### src/rtl/membrane_integrator_if.sv
// Handshake/data bundle between a neuron controller and the membrane integrator.
// The controller owns the window controls and current stream; the integrator owns potential and status.
interface membrane_integrator_if #(
  parameter int unsigned DATA_WIDTH = 16,
  parameter int unsigned STEP_WIDTH = 8
);
  logic                          start;
  logic [STEP_WIDTH-1:0]         num_timesteps;
  logic signed [DATA_WIDTH-1:0]  threshold;
  logic signed [DATA_WIDTH-1:0]  current_in;
  logic                          current_valid;
  logic signed [DATA_WIDTH-1:0]  membrane_potential;
  logic                          spike;
  logic                          busy;
  logic                          done;

  modport master (
    output start, num_timesteps, threshold, current_in, current_valid,
    input  membrane_potential, spike, busy, done
  );

  modport slave (
    input  start, num_timesteps, threshold, current_in, current_valid,
    output membrane_potential, spike, busy, done
  );
endinterface

### src/rtl/membrane_integrator.sv
// Leaky integrate-and-fire membrane for one neuron over a window of timesteps.
// Each timestep is an INTEGRATE (leak + current) followed by a FIRE (threshold test, reset by subtraction).
module membrane_integrator #(
  parameter int unsigned DATA_WIDTH = 16,
  parameter int unsigned LEAK_SHIFT = 4,
  parameter int unsigned STEP_WIDTH = 8
) (
  input  logic                clk,
  input  logic                rstn,
  membrane_integrator_if.slave bus
);

  localparam int unsigned SUM_W = DATA_WIDTH + 2;
  localparam logic signed [SUM_W-1:0] V_MAX = {3'b000, {(DATA_WIDTH-1){1'b1}}};
  localparam logic signed [SUM_W-1:0] V_MIN = {3'b111, {(DATA_WIDTH-1){1'b0}}};

  typedef enum logic [1:0] {
    IDLE,
    INTEGRATE,
    FIRE,
    DONE
  } state_t;

  state_t                       state, state_nxt;
  logic signed [DATA_WIDTH-1:0] v, v_nxt;
  logic signed [DATA_WIDTH-1:0] thr_q, thr_nxt;
  logic [STEP_WIDTH-1:0]        nts_q, nts_nxt;
  logic [STEP_WIDTH-1:0]        step_cnt, step_nxt;
  logic                         busy_q, done_q;
  logic                         spike_c;

  logic signed [DATA_WIDTH-1:0] leak;
  logic signed [SUM_W-1:0]      v_ext, leak_ext, cur_ext, thr_ext;
  logic signed [SUM_W-1:0]      int_sum, fire_diff;

  function automatic logic signed [DATA_WIDTH-1:0] sat(input logic signed [SUM_W-1:0] x);
    if (x > V_MAX) begin
      return V_MAX[DATA_WIDTH-1:0];
    end else if (x < V_MIN) begin
      return V_MIN[DATA_WIDTH-1:0];
    end else begin
      return x[DATA_WIDTH-1:0];
    end
  endfunction

  // Widened datapath so leak+current and reset-by-subtraction never wrap before clamping
  always_comb begin
    leak      = v >>> LEAK_SHIFT;
    v_ext     = {{2{v[DATA_WIDTH-1]}}, v};
    leak_ext  = {{2{leak[DATA_WIDTH-1]}}, leak};
    cur_ext   = {{2{bus.current_in[DATA_WIDTH-1]}}, bus.current_in};
    thr_ext   = {{2{thr_q[DATA_WIDTH-1]}}, thr_q};
    int_sum   = v_ext - leak_ext + cur_ext;
    fire_diff = v_ext - thr_ext;
  end

  always_comb begin
    state_nxt = state;
    v_nxt     = v;
    thr_nxt   = thr_q;
    nts_nxt   = nts_q;
    step_nxt  = step_cnt;
    spike_c   = 1'b0;
    case (state)
      IDLE: begin
        if (bus.start) begin
          v_nxt     = '0;
          step_nxt  = '0;
          thr_nxt   = bus.threshold;
          nts_nxt   = (bus.num_timesteps == '0) ? STEP_WIDTH'(1) : bus.num_timesteps;
          state_nxt = INTEGRATE;
        end
      end
      INTEGRATE: begin
        if (bus.current_valid) begin
          v_nxt     = sat(int_sum);
          state_nxt = FIRE;
        end
      end
      FIRE: begin
        if (v >= thr_q) begin
          spike_c = 1'b1;
          v_nxt   = sat(fire_diff);
        end
        step_nxt  = step_cnt + STEP_WIDTH'(1);
        state_nxt = (step_cnt == nts_q - STEP_WIDTH'(1)) ? DONE : INTEGRATE;
      end
      DONE: begin
        state_nxt = IDLE;
      end
      default: begin
        state_nxt = IDLE;
      end
    endcase
  end

  always_ff @(posedge clk) begin
    if (rstn) begin
      state    <= IDLE;
      v        <= '0;
      thr_q    <= '0;
      nts_q    <= STEP_WIDTH'(1);
      step_cnt <= '0;
      busy_q   <= 1'b0;
      done_q   <= 1'b0;
    end else begin
      state    <= state_nxt;
      v        <= v_nxt;
      thr_q    <= thr_nxt;
      nts_q    <= nts_nxt;
      step_cnt <= step_nxt;
      busy_q   <= (state_nxt == INTEGRATE) || (state_nxt == FIRE);
      done_q   <= (state_nxt == DONE);
    end
  end

  assign bus.membrane_potential = v;
  assign bus.spike              = spike_c;
  assign bus.busy               = busy_q;
  assign bus.done               = done_q;

endmodule

### src/flat_wrapper.sv
// flat-port wrapper written by rule: the top's interface ports become plain ports
module membrane_integrator_flat 
#(
  parameter int unsigned DATA_WIDTH = 16,
  parameter int unsigned LEAK_SHIFT = 4,
  parameter int unsigned STEP_WIDTH = 8
)
  (clk, rstn, bus_start, bus_num_timesteps, bus_threshold, bus_current_in, bus_current_valid, bus_membrane_potential, bus_spike, bus_busy, bus_done);
  membrane_integrator_if #(.DATA_WIDTH(DATA_WIDTH), .STEP_WIDTH(STEP_WIDTH)) bus_i ();
  input  logic clk;
  input  logic rstn;
  input wire logic [$bits(bus_i.start)-1:0] bus_start;
  input wire logic [$bits(bus_i.num_timesteps)-1:0] bus_num_timesteps;
  input wire logic [$bits(bus_i.threshold)-1:0] bus_threshold;
  input wire logic [$bits(bus_i.current_in)-1:0] bus_current_in;
  input wire logic [$bits(bus_i.current_valid)-1:0] bus_current_valid;
  output wire logic [$bits(bus_i.membrane_potential)-1:0] bus_membrane_potential;
  output wire logic [$bits(bus_i.spike)-1:0] bus_spike;
  output wire logic [$bits(bus_i.busy)-1:0] bus_busy;
  output wire logic [$bits(bus_i.done)-1:0] bus_done;
  assign bus_i.start = bus_start;
  assign bus_i.num_timesteps = bus_num_timesteps;
  assign bus_i.threshold = bus_threshold;
  assign bus_i.current_in = bus_current_in;
  assign bus_i.current_valid = bus_current_valid;
  assign bus_membrane_potential = bus_i.membrane_potential;
  assign bus_spike = bus_i.spike;
  assign bus_busy = bus_i.busy;
  assign bus_done = bus_i.done;
  membrane_integrator #(.DATA_WIDTH(DATA_WIDTH), .LEAK_SHIFT(LEAK_SHIFT), .STEP_WIDTH(STEP_WIDTH)) u_core (.clk(clk), .rstn(rstn), .bus(bus_i));
endmodule
### config.mk
export PLATFORM = sky130hd
export DESIGN_NAME = membrane_integrator_flat
export DESIGN_NICKNAME = d
export VERILOG_FILES = /design/src/rtl/membrane_integrator_if.sv /design/src/rtl/membrane_integrator.sv /design/src/flat_wrapper.sv
export SDC_FILE = /design/constraint.sdc
export NUM_CORES = 1
export LEC_CHECK = 0
export BUFFER_PORTS_ARGS = -buffer_cell sky130_fd_sc_hd__buf_2
export CAP_MARGIN = 10
export CELL_PAD_IN_SITES_DETAIL_PLACEMENT = 1
export CELL_PAD_IN_SITES_GLOBAL_PLACEMENT = 2
export CORE_MARGIN = 3
export CORE_UTILIZATION = 30
export DETAILED_ROUTE_END_ITERATION = 8
export HOLD_SLACK_MARGIN = 0.06
export PLACE_DENSITY = 0.77
export REMOVE_ABC_BUFFERS = 1
export SETUP_SLACK_MARGIN = 0.15
export SYNTH_ARGS = -nofsm -noshare
export SYNTH_HDL_FRONTEND = slang
export SYNTH_SLANG_ARGS = --single-unit
### constraint.sdc
create_clock -name clk -period 7.1 [get_ports clk]
set_input_delay 0.71 -clock clk [delete_from_list [all_inputs] [get_ports clk]]
set_output_delay 0.71 -clock clk [all_outputs]
set_load 0.02 [all_outputs]
==> results of run 1 <==
## tightest hold or removal path: stages (launching register included)
cell     delay [ns]
dfxtp_1        0.31
nand2_1        0.05
a21oi_1        0.05
## cell families after synthesis
| kind of cell | after synthesis | share of synthesized area, % |
|---|---|---|
| xor gates and xnor gates | 42 | 7.72 |
| DFF | 52 | 21.8 |
| AOI/OAI and AO/OA | 160 | 24.4 |
| adders and majority gates | 61 | 18.5 |
| and+or+nand+nor | 195 | 19.2 |
| buffers and inverters | 100 | 8.30 |
## area by class of cell
class	count	area, sq um	share of cell area, %
multi-input combinational	458	3330	61.6
sequential	52	1040	19.3
inverter	83	312	5.77
timing repair buffer	62	310	5.74
tap	211	264	4.89
clock buffer	8	146	2.71
## layer usage
layer | GRT usage, % | routed length (um) | vias to the layer above
met3 | 1.91 | 364 | 18
li1 | - | - | 2199
met5 | 0 | 0 | -
met2 | 27.1 | 6430 | 76
met4 | 4.84 | 276 | 0
met1 | 21.6 | 6750 | 2067
## power groups by stage
stage	sequential [W]	clock, W	combinational [W]
5_1_grt	0.000354	0.000270	0.000951
3_3_place_gp	0.000355	0	0.000827
3_5_place_dp	0.000357	0	0.000843
2_1_floorplan	0.000355	0	0.000626
4_1_cts	0.000350	0.000257	0.000850
6_report	0.000349	0.000249	0.000848
## stage by stage
step	worst slack, ns	instance area, sq um
final	3.25	5400
after global routing	2.89	5400
after CTS	3.26	5400
after detailed placement	3.15	5260
after global placement	3.29	5260
after floorplan	3.67	4680
## placed cells by master (no fill, tap or decap), types with 3 or more instances in the layout
cell type  count
xnor2_1       21
o31ai_1        3
nand4_1        6
nor2_1        38
nor3_1        13
nor2b_1        9
nand2b_1       5
a211oi_1       5
o21a_1         4
and3_1         3
o21ai_0       17
a21o_1        12
ha_1          44
a31oi_1        3
inv_1         83
clkbuf_16      5
a31o_2         4
buf_2         62
dfxtp_1       52
a21oi_1       56
nand2_1       78
a22o_1         3
o211ai_1      10
nor4_1         6
xor2_1        21
a22oi_1       11
and2_1         4
nand3_1       19
fa_1          16
a211o_1        3
a32oi_1        3
## state kept, by name (all words and copies together) (netlist names)
| name | flops |
|---|---|
| u_core.bus.done | 1 |
| u_core.nts_q | 8 |
| u_core.step_cnt | 8 |
| u_core.bus.busy | 1 |
| u_core.bus.membrane_potential | 16 |
| u_core.state | 2 |
| u_core.thr_q | 16 |
## how the worst max path moves through the flow
stage	slack (ns)	start	endpoint	depth (start not counted)
6_report	3.25	u_core.bus.membrane_potential[10]$_SDFFE_PP0P_	u_core.bus.membrane_potential[6]$_SDFFE_PP0P_	13
5_1_grt	2.89	u_core.bus.membrane_potential[10]$_SDFFE_PP0P_	u_core.bus.membrane_potential[4]$_SDFFE_PP0P_	13
4_1_cts	3.26	u_core.bus.membrane_potential[10]$_SDFFE_PP0P_	u_core.bus.membrane_potential[6]$_SDFFE_PP0P_	13
3_5_place_dp	3.15	bus_current_in[1]	u_core.bus.membrane_potential[4]$_SDFFE_PP0P_	12
3_3_place_gp	3.29	bus_current_in[9]	u_core.bus.membrane_potential[0]$_SDFFE_PP0P_	14
2_1_floorplan	3.67	bus_current_in[2]	u_core.bus.membrane_potential[2]$_SDFFE_PP0P_	11
==> impl_results.md, run 1 <==
- Status: finished, final reports clean
- Remaining DRCs: 0
- Site row count: 45
- First-pass GRT wire length: 23400 um
- Cell Chain, Critical Path: inv_1, fa_1, inv_1, ha_1, a21oi_1, o21ai_0, nor2_1, and4_1, nor3_1, o21ai_2, a21boi_4, nand2b_1, o211ai_1
- Antenna diodes: 0
- Final Skew: 0.00414 ns
- Max-slew headroom: 35.1%
- Filler cell count: 1882
- Gr usage total: 16.1%
- Clk Latency, worst-skew pair: 0.29 ns
- 1st-iter DRT viols: 176
- IO Pins: 63
- CP Class: flip-flop to flip-flop
- Post-CTS setup buffers: 0
- Cell mode on critical path: inv_1
- Achievable Freq: 0.260 GHz
- Reg clk slew, reported paths: 0.07 ns
- Commonest cells post-synth: 83 x inv_1, 78 x nand2_1, 56 x a21oi_1
- Sequential fraction of design power: 24.1%
- Comb power frac: 58.7%
- Max H-tree Level: 2
- Net Sw Power: 0.000649 W
- Via density: 4.99
- Crit-path slowest cell: dfxtp_1
- Yosys reg bits: 52
- Final setup vio count: 0
- DR pass1 iterations: 5
- Pwr dens: 268 mW/mm^2
- Clock Sinks: 52
- Die height: 132 um
- WHS Endpoint: u_core.thr_q[4]$_SDFFE_PP0P_
- Syn Std Cell Area: 0.00477 sq mm
- Hold Crit Depth: 2
- Number of enable flip-flop cells after synthesis: 0
- Crit share post-route: 54.2%
- Initial antenna violation count: 0
- Post-synth ARST share: 0%
- Final Hold Fails: 0
- Reg2Reg Depth: 13
- Clk pwr share: 17.2%
- Min Hold Slack: 0.455 ns
- # resized after CTS: 0
- Most frequent cell after synthesis: inv_1
- HPWL after DPL: 11300 um
- Die footprint: 0.0174 sq mm
- Die Wd: 132 um
- Start of the worst register-to-register path: u_core.bus.membrane_potential[10]$_SDFFE_PP0P_
- Worst setup SP type: flip-flop
- Hold_sp: u_core.thr_q[4]$_SDFFE_PP0P_
- Initial core utilization: 31.0%
- Share of cells above drive strength 1: 13.6%
- RSZ-0062 raised after global routing: no
- Synth top area share: 21.8%
- Drt wl/cell: 15.8 um
- Area leader, netlist: dfxtp_1
- Post-Route Utilization: 35.1%
- Global route total overflow: 0
- Worst setup EP type: flip-flop
- Reg2reg setup slack: 3.25 ns
- CTS tree: done
- Num CTS Buffers: 5
- GPL Wtd Cong: 0.838
- Hold-fix buffers, CTS: 0
- Maximum vdd drop: 90.4 uV
- Yosys warnings: 0
- Largest net degree at the start of global routing: 35
- Final Non-Filler Cells: 874
- Dominant cells by area after synthesis: dfxtp_1 22%, ha_1 12%, fa_1 6.7%
- Layout area overhead: 13.4%
- Critical Path Max Stage Delay: 0.57 ns
- Min Tclk post-route: 3.85 ns
- Core Area: 0.0154 sq mm
- Buffers and inverters on the worst path: 2
- Post-DRT Antenna Nets: 0
- Max_cap viols: 0
- HP Class: flip-flop to flip-flop
- Synth cell types: 68
- Register area share after synthesis: 21.8%
- Req. time, crit path: 7.25 ns
- Total vias in the final route: 4360
- Placed Cells: 866
- CTS root buffer: clkbuf_16
- Vias in the first global route: 4649
- Setup TNS: 0 ns
- Net Sw Frac: 44.9%
- Cells after Synth: 610
- Total Power: 0.00145 W
- Leak pwr: 2.40 nW
- Syn Area/Cell: 7.81 sq um
- Worst Path Max Fanout: 10
- Worst-Margin Slew: 0.970 ns
- Final max-slew violation count: 0
- Arrival @ worst endpoint: 4.00 ns
- Reg-to-reg endpoint: u_core.bus.membrane_potential[6]$_SDFFE_PP0P_
- CTS Buffer Depth: 2
- Internal power: 0.000796 W
- Most used DFF post-synth: dfxtp_1
- Total Wirelength: 13800 um
- Layout Nets: 766
- Port bufs: 62
- CP delay by family, top: simple AND/OR/NAND/NOR gates
Note: power is estimated with default switching activity, not from simulation.
==> inputs of run 2 (changes only) <==
--- a/config.mk
+++ b/config.mk
@@ -5,15 +5,16 @@
 export SDC_FILE = /design/constraint.sdc
 export NUM_CORES = 1
 export LEC_CHECK = 0
+export ABC_AREA = 1
 export BUFFER_PORTS_ARGS = -buffer_cell sky130_fd_sc_hd__buf_2
 export CAP_MARGIN = 10
 export CELL_PAD_IN_SITES_DETAIL_PLACEMENT = 1
 export CELL_PAD_IN_SITES_GLOBAL_PLACEMENT = 2
 export CORE_MARGIN = 3
-export CORE_UTILIZATION = 30
+export CORE_UTILIZATION = 29
 export DETAILED_ROUTE_END_ITERATION = 8
 export HOLD_SLACK_MARGIN = 0.06
-export PLACE_DENSITY = 0.77
+export PLACE_DENSITY = 0.82
 export REMOVE_ABC_BUFFERS = 1
 export SETUP_SLACK_MARGIN = 0.15
 export SYNTH_ARGS = -nofsm -noshare
==> constraint.sdc (replaced) <==
create_clock -name clk -period 3.35 [get_ports clk]
set_input_delay 0.335 -clock clk [delete_from_list [all_inputs] [get_ports clk]]
set_output_delay 0.335 -clock clk [all_outputs]
set_load 0.02 [all_outputs]
==> run 2 against run 1 <==
Critical path depth rose by 6; clock skew rose by 0.0033 ns; clock power rose by 120%; highest routed layer unchanged; largest cell class unchanged.
==> impl_results.md, run 2 <==
- Status: finished, final reports clean
- Initial antenna violation count: 0 (unchanged)
- Worst setup EP type: flip-flop
- Die Wd: 138 um (+4.6%)
- Arrival @ worst endpoint: 3.18 ns (-0.82 ns)
- CTS root buffer: clkbuf_16
- Most frequent cells in the layout: 181 x nand2_1, 135 x inv_1, 65 x a21oi_1
- Dominant cells by area after synthesis: dfxtp_1 21%, nand2_1 14%, ha_1 11%
- Hold Crit Depth: 3 (+1)
- First-pass GRT wire length: 24700 um (+5.5%)
- Clock Sinks: 52 (unchanged)
- Pwr dens: 503 mW/mm^2 (+88%)
- Crit-path slowest cell: fa_1
- Layout area overhead: 16.8%
- Synth cell types: 45 (-34%)
- Min Hold Slack: 0.294 ns (-0.161 ns)
- Min Tclk post-route: 2.96 ns (-0.890 ns)
- WHS Endpoint: u_core.thr_q[0]$_SDFFE_PP0P_
- Syn Std Cell Area: 0.00506 sq mm (+6.1%)
- Largest net degree at the start of global routing: 43 (+23%)
- Cell Chain, Critical Path: inv_1, fa_1, inv_1, ha_1, nand2_1, inv_1, a21oi_1, nand2_2, nand2_1, nand2_1, nand2_1, nand2_1, nand2_1, nand3_4, nand2_4, inv_2, nand3_1, nand2_1, a21oi_1
- Most frequent cell after synthesis: nand2_1
- Final max-slew violation count: 0 (unchanged)
- Max H-tree Level: 2 (unchanged)
- Register area share after synthesis: 20.6% (-1.3 points)
- CP Class: flip-flop to flip-flop
- Reg clk slew, reported paths: 0.07 ns (about the same)
- Number of enable flip-flop cells after synthesis: 0 (unchanged)
- Comb power frac: 57.1% (-1.6 points)
- Final Hold Fails: 0 (unchanged)
- Reg2reg setup slack: 0.39 ns (-2.86 ns)
- Hold_sp: bus_threshold[0]
- Die footprint: 0.0191 sq mm (+9.3%)
- Worst Path Max Fanout: 5 (-5)
- Port bufs: 62 (unchanged)
- GPL Wtd Cong: 0.850 (+1.4%)
- Yosys reg bits: 52 (unchanged)
- Global route total overflow: 0 (unchanged)
- Total Wirelength: 15200 um (+9.9%)
- Reg2Reg Depth: 19 (+6)
- Leak pwr: 2.98 nW (+25%)
- Start of the worst register-to-register path: u_core.bus.membrane_potential[5]$_SDFFE_PP0P_
- Vias in the first global route: 4896 (+5.3%)
- Site row count: 47 (+4.4%)
- Filler cell count: 2234 (+19%)
- Cell mode on critical path: nand2_1
- Gr usage total: 15.5% (-0.55 points)
- Cells after Synth: 767 (+26%)
- Max-slew headroom: 57.6% (+23 points)
- Setup TNS: 0 ns (unchanged)
- Core Area: 0.0168 sq mm (+9.4%)
- Reg-to-reg endpoint: u_core.bus.membrane_potential[10]$_SDFFE_PP0P_
- Worst-Margin Slew: 0.636 ns (-0.335 ns)
- CP delay by family, top: simple AND/OR/NAND/NOR gates
- Critical Path Max Stage Delay: 0.54 ns (-0.03 ns)
- Net Sw Power: 0.00140 W (+120%)
- Internal power: 0.00157 W (+97%)
- Achievable Freq: 0.338 GHz (+30%)
- RSZ-0062 raised after global routing: no
- 1st-iter DRT viols: 96 (-45%)
- Req. time, crit path: 3.57 ns (-3.68 ns)
- Synth top area share: 20.6% (-1.3 points)
- CTS tree: done
- Num CTS Buffers: 5 (unchanged)
- Hold-fix buffers, CTS: 0 (unchanged)
- HP Class: primary input to flip-flop
- CTS Buffer Depth: 2 (unchanged)
- Yosys warnings: 0 (unchanged)
- Via density: 4.61 (-7.6%)
- Antenna diodes: 0 (unchanged)
- Share of cells above drive strength 1: 19.2% (+5.7 points)
- Most common cell after layout, fill and taps aside: nand2_1
- Most used DFF post-synth: dfxtp_1
- DR pass1 iterations: 4 (-1)
- Remaining DRCs: 0 (unchanged)
- Die height: 138 um (+4.6%)
- Worst setup SP type: flip-flop
- Total vias in the final route: 4873 (+12%)
- Maximum vdd drop: 244 uV (+170%)
- Buffers and inverters on the worst path: 4 (+2)
- IO Pins: 63 (unchanged)
- Max_cap viols: 0 (unchanged)
- Syn Area/Cell: 6.60 sq um (-16%)
- Clk pwr share: 18.5% (+1.3 points)
- Post-synth ARST share: 0% (unchanged)
- Initial core utilization: 30.1% (-0.93 points)
- Final setup vio count: 0 (unchanged)
- Layout Nets: 940 (+23%)
- HPWL after DPL: 12700 um (+12%)
- Drt wl/cell: 14.4 um (-9.1%)
- Commonest cells post-synth: 184 x nand2_1, 135 x inv_1, 70 x a21oi_1
- Sequential fraction of design power: 24.4% (+0.3 points)
- Clk Latency, worst-skew pair: 0.30 ns (about the same)
- Area leader, netlist: dfxtp_1
- Final Skew: 0.00741 ns (+0.00328 ns)
- Net Sw Frac: 47.2% (+2.3 points)
- Crit share post-route: 88.4% (+34 points)
- Post-DRT Antenna Nets: 0 (unchanged)
-- run 2: kinds of logic after synthesis --
group | synth area share (%)
flops | 20.6
simple gates | 29.1
fa+ha+maj | 17.2
buf+inv | 12.6
compound gates | 13.9
xor+xnor | 6.58
-- run 2: worst max path at each step --
stage / startpoint / end / slack, ns / cells past startpoint
3_5_place_dp: u_core.bus.membrane_potential[15]$_SDFFE_PP0P_ / u_core.bus.membrane_potential[1]$_SDFFE_PP0P_ / 0.13 / 17
2_1_floorplan: u_core.bus.membrane_potential[15]$_SDFFE_PP0P_ / u_core.bus.membrane_potential[1]$_SDFFE_PP0P_ / 0.44 / 17
3_3_place_gp: u_core.bus.membrane_potential[15]$_SDFFE_PP0P_ / u_core.bus.membrane_potential[1]$_SDFFE_PP0P_ / 0.20 / 17
4_1_cts: u_core.bus.membrane_potential[13]$_SDFFE_PP0P_ / u_core.bus.membrane_potential[1]$_SDFFE_PP0P_ / 0.19 / 17
5_1_grt: u_core.bus.membrane_potential[5]$_SDFFE_PP0P_ / u_core.bus.membrane_potential[2]$_SDFFE_PP0P_ / 0.13 / 19
6_report: u_core.bus.membrane_potential[5]$_SDFFE_PP0P_ / u_core.bus.membrane_potential[10]$_SDFFE_PP0P_ / 0.39 / 19
-- run 2: stage by stage --
step	setup WS (ns)	utilization (%)	power [W]	std cells	instance area, sq um
final	0.390	35.1	0.00297	1057	5910
after global routing	0.130	35.1	0.00327	1057	5910
after CTS	0.186	34.5	0.00294	1055	5800
after detailed placement	0.126	33.6	0.00238	1047	5650
after global placement	0.199	33.6	0.00236	1047	5650
after floorplan	0.444	-	0.00194	751	4960
-- run 2: tightest hold or removal path: cells and delay by family --
family	cells	cell delay, ns
AND/OR/NAND/NOR	1	0.08
buffers and inverters	1	0.07
AO/OA/AOI/OAI	1	0.07
-- run 2: final cells by class --
type | instances | area, sq um | area share (%)
Tap cell | 220 | 275 | 4.66
Multi-Input combinational cell | 558 | 3470 | 58.6
Inverter | 143 | 538 | 9.10
Timing Repair Buffer | 76 | 415 | 7.03
Clock buffer | 5 | 125 | 2.12
Sequential cell | 52 | 1060 | 18.0
Clock inverter | 3 | 27.5 | 0.466
-- run 2: power by group through the flow --
stage | Clock, W | Sequential (W) | Combinational, W
global placement | 0 | 0.000741 | 0.00162
floorplan | 0 | 0.000747 | 0.00119
global route | 0.000596 | 0.000735 | 0.00194
detailed placement | 0 | 0.000743 | 0.00163
CTS | 0.000564 | 0.000729 | 0.00165
finish | 0.000549 | 0.000726 | 0.00170
-- run 2: repair_timing --
item                                    4_1_cts  5_1_grt
setup buffers                                 0        0
pin swaps                                     0        3
gates resized for setup                       1       33
cloned                                        0        2
endpoints found under the setup margin        9       15
-- run 2: routing by layer --
| layer | track usage (%) | part of all wire, % | up-vias |
|---|---|---|---|
| met5 | 0 | 0 | - |
| met4 | 1.92 | 0.88 | 0 |
| met3 | 2.69 | 3.1 | 12 |
| met2 | 26.2 | 46 | 60 |
| met1 | 21.5 | 50 | 2260 |
| li1 | - | - | 2541 |
==> inputs of run 3 (changes only) <==
--- a/config.mk
+++ b/config.mk
@@ -15,7 +15,6 @@
 export DETAILED_ROUTE_END_ITERATION = 8
 export HOLD_SLACK_MARGIN = 0.06
 export PLACE_DENSITY = 0.82
-export REMOVE_ABC_BUFFERS = 1
 export SETUP_SLACK_MARGIN = 0.15
 export SYNTH_ARGS = -nofsm -noshare
 export SYNTH_HDL_FRONTEND = slang
==> run 3 against run 2 <==
Maximum frequency hardly changed; power up 0.57%; register-to-register slack barely moved; clock power shrank 2%; final area grew 0.64%; die area is the same; flip-flop and latch count is the same; first-iteration DRC count grew 35%; critical endpoint is now u_core.bus.membrane_potential[5]$_SDFFE_PP0P_.
==> impl_results.md, run 3 (synthesis results as in run 2) <==
- Final Skew: 0.00633 ns (-0.00109 ns)
- Max H-tree Level: 2 (unchanged)
- Clk Latency, worst-skew pair: 0.30 ns (about the same)
- Final Hold Fails: 0 (unchanged)
- Total vias in the final route: 4862 (-0.23%)
- CTS root buffer: clkbuf_16
- Final setup vio count: 0 (unchanged)
- Pre-CTS setup slack: 0.140 ns (+0.0136 ns)
- Min Hold Slack: 0.312 ns (+0.0182 ns)
- Most common cell after layout, fill and taps aside: nand2_1
- Arrival @ worst endpoint: 3.18 ns (about the same)
- Cell mode on critical path: nand2_1
- Crit share post-route: 88.3% (about the same)
- Initial antenna violation count: 0 (unchanged)
- CTS tree: done
- Req. time, crit path: 3.57 ns (about the same)
- Max-slew headroom: 56.3% (-1.3 points)
- Die Wd: 138 um (unchanged)
- Antenna diodes: 0 (unchanged)
- GPL Wtd Cong: 0.796 (-6.3%)
- Die height: 138 um (unchanged)
- Num CTS Buffers: 5 (unchanged)
- HPWL after DPL: 12700 um (-0.32%)
- Clock Sinks: 52 (unchanged)
- Comb power frac: 57.7% (+0.6 points)
- Most frequent cells in the layout: 180 x nand2_1, 134 x inv_1, 63 x a21oi_1
- Crit-path slowest cell: fa_1
- Share of cells above drive strength 1: 20.3% (+1.1 points)
- Largest net degree at the start of global routing: 26 (-40%)
- Post-DRT Antenna Nets: 0 (unchanged)
- CP Class: flip-flop to flip-flop
- Global route total overflow: 0 (unchanged)
- Site row count: 47 (unchanged)
- Sequential fraction of design power: 24.3% (about the same)
- Total Wirelength: 15300 um (+0.84%)
- Status: finished, final reports clean
- Remaining DRCs: 0 (unchanged)
- Leak pwr: 2.98 nW (about the same)
- Drt wl/cell: 14.5 um (+0.84%)
- Maximum vdd drop: 219 uV (-10%)
- Via density: 4.60 (-0.23%)
- Worst setup EP type: flip-flop
- Max_cap viols: 0 (unchanged)
- Net Sw Frac: 46.6% (-0.55 points)
- 1st-iter DRT viols: 130 (+35%)
- Filler cell count: 2220 (-0.63%)
- HP Class: primary input to flip-flop
- First-pass GRT wire length: 24800 um (+0.33%)
- Cell Chain, Critical Path: inv_1, fa_1, inv_1, ha_1, nand2_1, nor2_1, nand3_1, nand3_2, nand2_1, nand2_1, nand2_1, nand2_2, nand3_2, nand2_2, nor2_1, nand2_1, nand2_2, a21oi_2
- Min Tclk post-route: 2.96 ns (-0.00272 ns)
- Layout area overhead: 17.6%
- Total Power: 0.00299 W (+0.57%)
- Initial core utilization: 30.1% (unchanged)
- Net Sw Power: 0.00139 W (-0.60%)
- Area of the multi-input gates: 0.00350 sq mm (+0.94%)
- FF/Latch Area: 0.00107 sq mm (+0.71%)
- Die footprint: 0.0191 sq mm (unchanged)
- Worst Path Max Fanout: 5 (unchanged)
- Worst setup SP type: flip-flop
- Internal power: 0.00159 W (+1.6%)
- Placed Cells: 1046 (-0.096%)
- Setup ws final: 0.393 ns (+0.00272 ns)
- Core Area: 0.0168 sq mm (unchanged)
- Critical Path Max Stage Delay: 0.55 ns (about the same)
- Pwr dens: 503 mW/mm^2 (about the same)
- Gr usage total: 15.6% (+0.051 points)
- CTS Buffer Depth: 2 (unchanged)
- IO Pins: 63 (unchanged)
- Net Count, Synth: 871
- DR pass1 iterations: 4 (unchanged)
- Setup TNS: 0 ns (unchanged)
- Worst-Margin Slew: 0.655 ns (+0.0190 ns)
- Final max-slew violation count: 0 (unchanged)
- Clk pwr share: 18.0% (-0.5 points)
- Port bufs: 62 (unchanged)
- RSZ-0062 raised after global routing: yes
- Final Non-Filler Cells: 1057 (unchanged)
- Achievable Freq: 0.338 GHz (about the same)
- Vias in the first global route: 4932 (+0.74%)
- Reg clk slew, reported paths: 0.07 ns (about the same)
- Layout Nets: 940 (unchanged)
- Hold-fix buffers, CTS: 0 (unchanged)
[run 3: cell types whose count changed in the layout (fill, tap and decap cells not counted), moves of 2 or more]
cell | previous run | this run
ha_4 | 0 | 2
dfxtp_1 | 43 | 41
ha_2 | 4 | 6
ha_1 | 40 | 36
dfxtp_4 | 4 | 6
a21oi_2 | 14 | 16
a21oi_1 | 65 | 63
[run 3: area by class of cell]
type	instances	area share [%]
inverters	143	9.05
clock inverters	1	0.126
well taps	220	4.63
clock buffers	7	2.40
multi-input cells	558	58.8
repair buffers	76	6.99
flip-flops and latches	52	18.0
[run 3: critical path: cells and delay by family (launching register included)]
family / cells / cell delay [ns]
AND/OR/NAND/NOR: 13 / 1.38
AO/OA/AOI/OAI: 1 / 0.12
flip-flops: 1 / 0.37
adder cells (fa/ha/maj): 2 / 0.89
buffers and inverters: 2 / 0.13
[run 3: repair_timing]
action                                  CTS  global route
pin swaps                                 0             3
endpoints found under the setup margin    2            15
gates cloned                              0             2
setup buffers                             0             1
resized for setup                         2            43
[run 3: path summary, 6_finish.rpt]
path / startpoint / end / slack (ns) / cells past startpoint
max: u_core.bus.membrane_potential[5]$_SDFFE_PP0P_ / u_core.bus.membrane_potential[5]$_SDFFE_PP0P_ / 0.39 / 18
min: bus_threshold[0] / u_core.thr_q[0]$_SDFFE_PP0P_ / 0.31 / 3
max reg2reg: u_core.bus.membrane_potential[5]$_SDFFE_PP0P_ / u_core.bus.membrane_potential[5]$_SDFFE_PP0P_ / 0.39 / 18
min reg2reg: u_core.thr_q[11]$_SDFFE_PP0P_ / u_core.thr_q[11]$_SDFFE_PP0P_ / 0.47 / 2
[run 3: routing by layer]
layer  routed length [um]  global-route usage (%)  share of wire [%]
met1                 7470                    21.2                 49
met2                 7240                    26.7                 47
met3                  396                    2.59                2.6
met4                  203                    2.08                1.3
met5                    0                       0                  0
[run 3: stage by stage]
step | instance area, sq um | utilization [%]
after floorplan | 5060 | -
after global placement | 5640 | 33.5
after detailed placement | 5640 | 33.5
after CTS | 5790 | 34.4
after global routing | 5950 | 35.4
final | 5950 | 35.4
[run 3: power groups by stage]
stage | Sequential (W) | Clock, W | Combinational [W]
after floorplan | 0.000747 | 0 | 0.00124
after global placement | 0.000741 | 0 | 0.00163
after detailed placement | 0.000743 | 0 | 0.00164
after CTS | 0.000730 | 0.000558 | 0.00165
after global routing | 0.000736 | 0.000586 | 0.00197
final | 0.000726 | 0.000538 | 0.00172
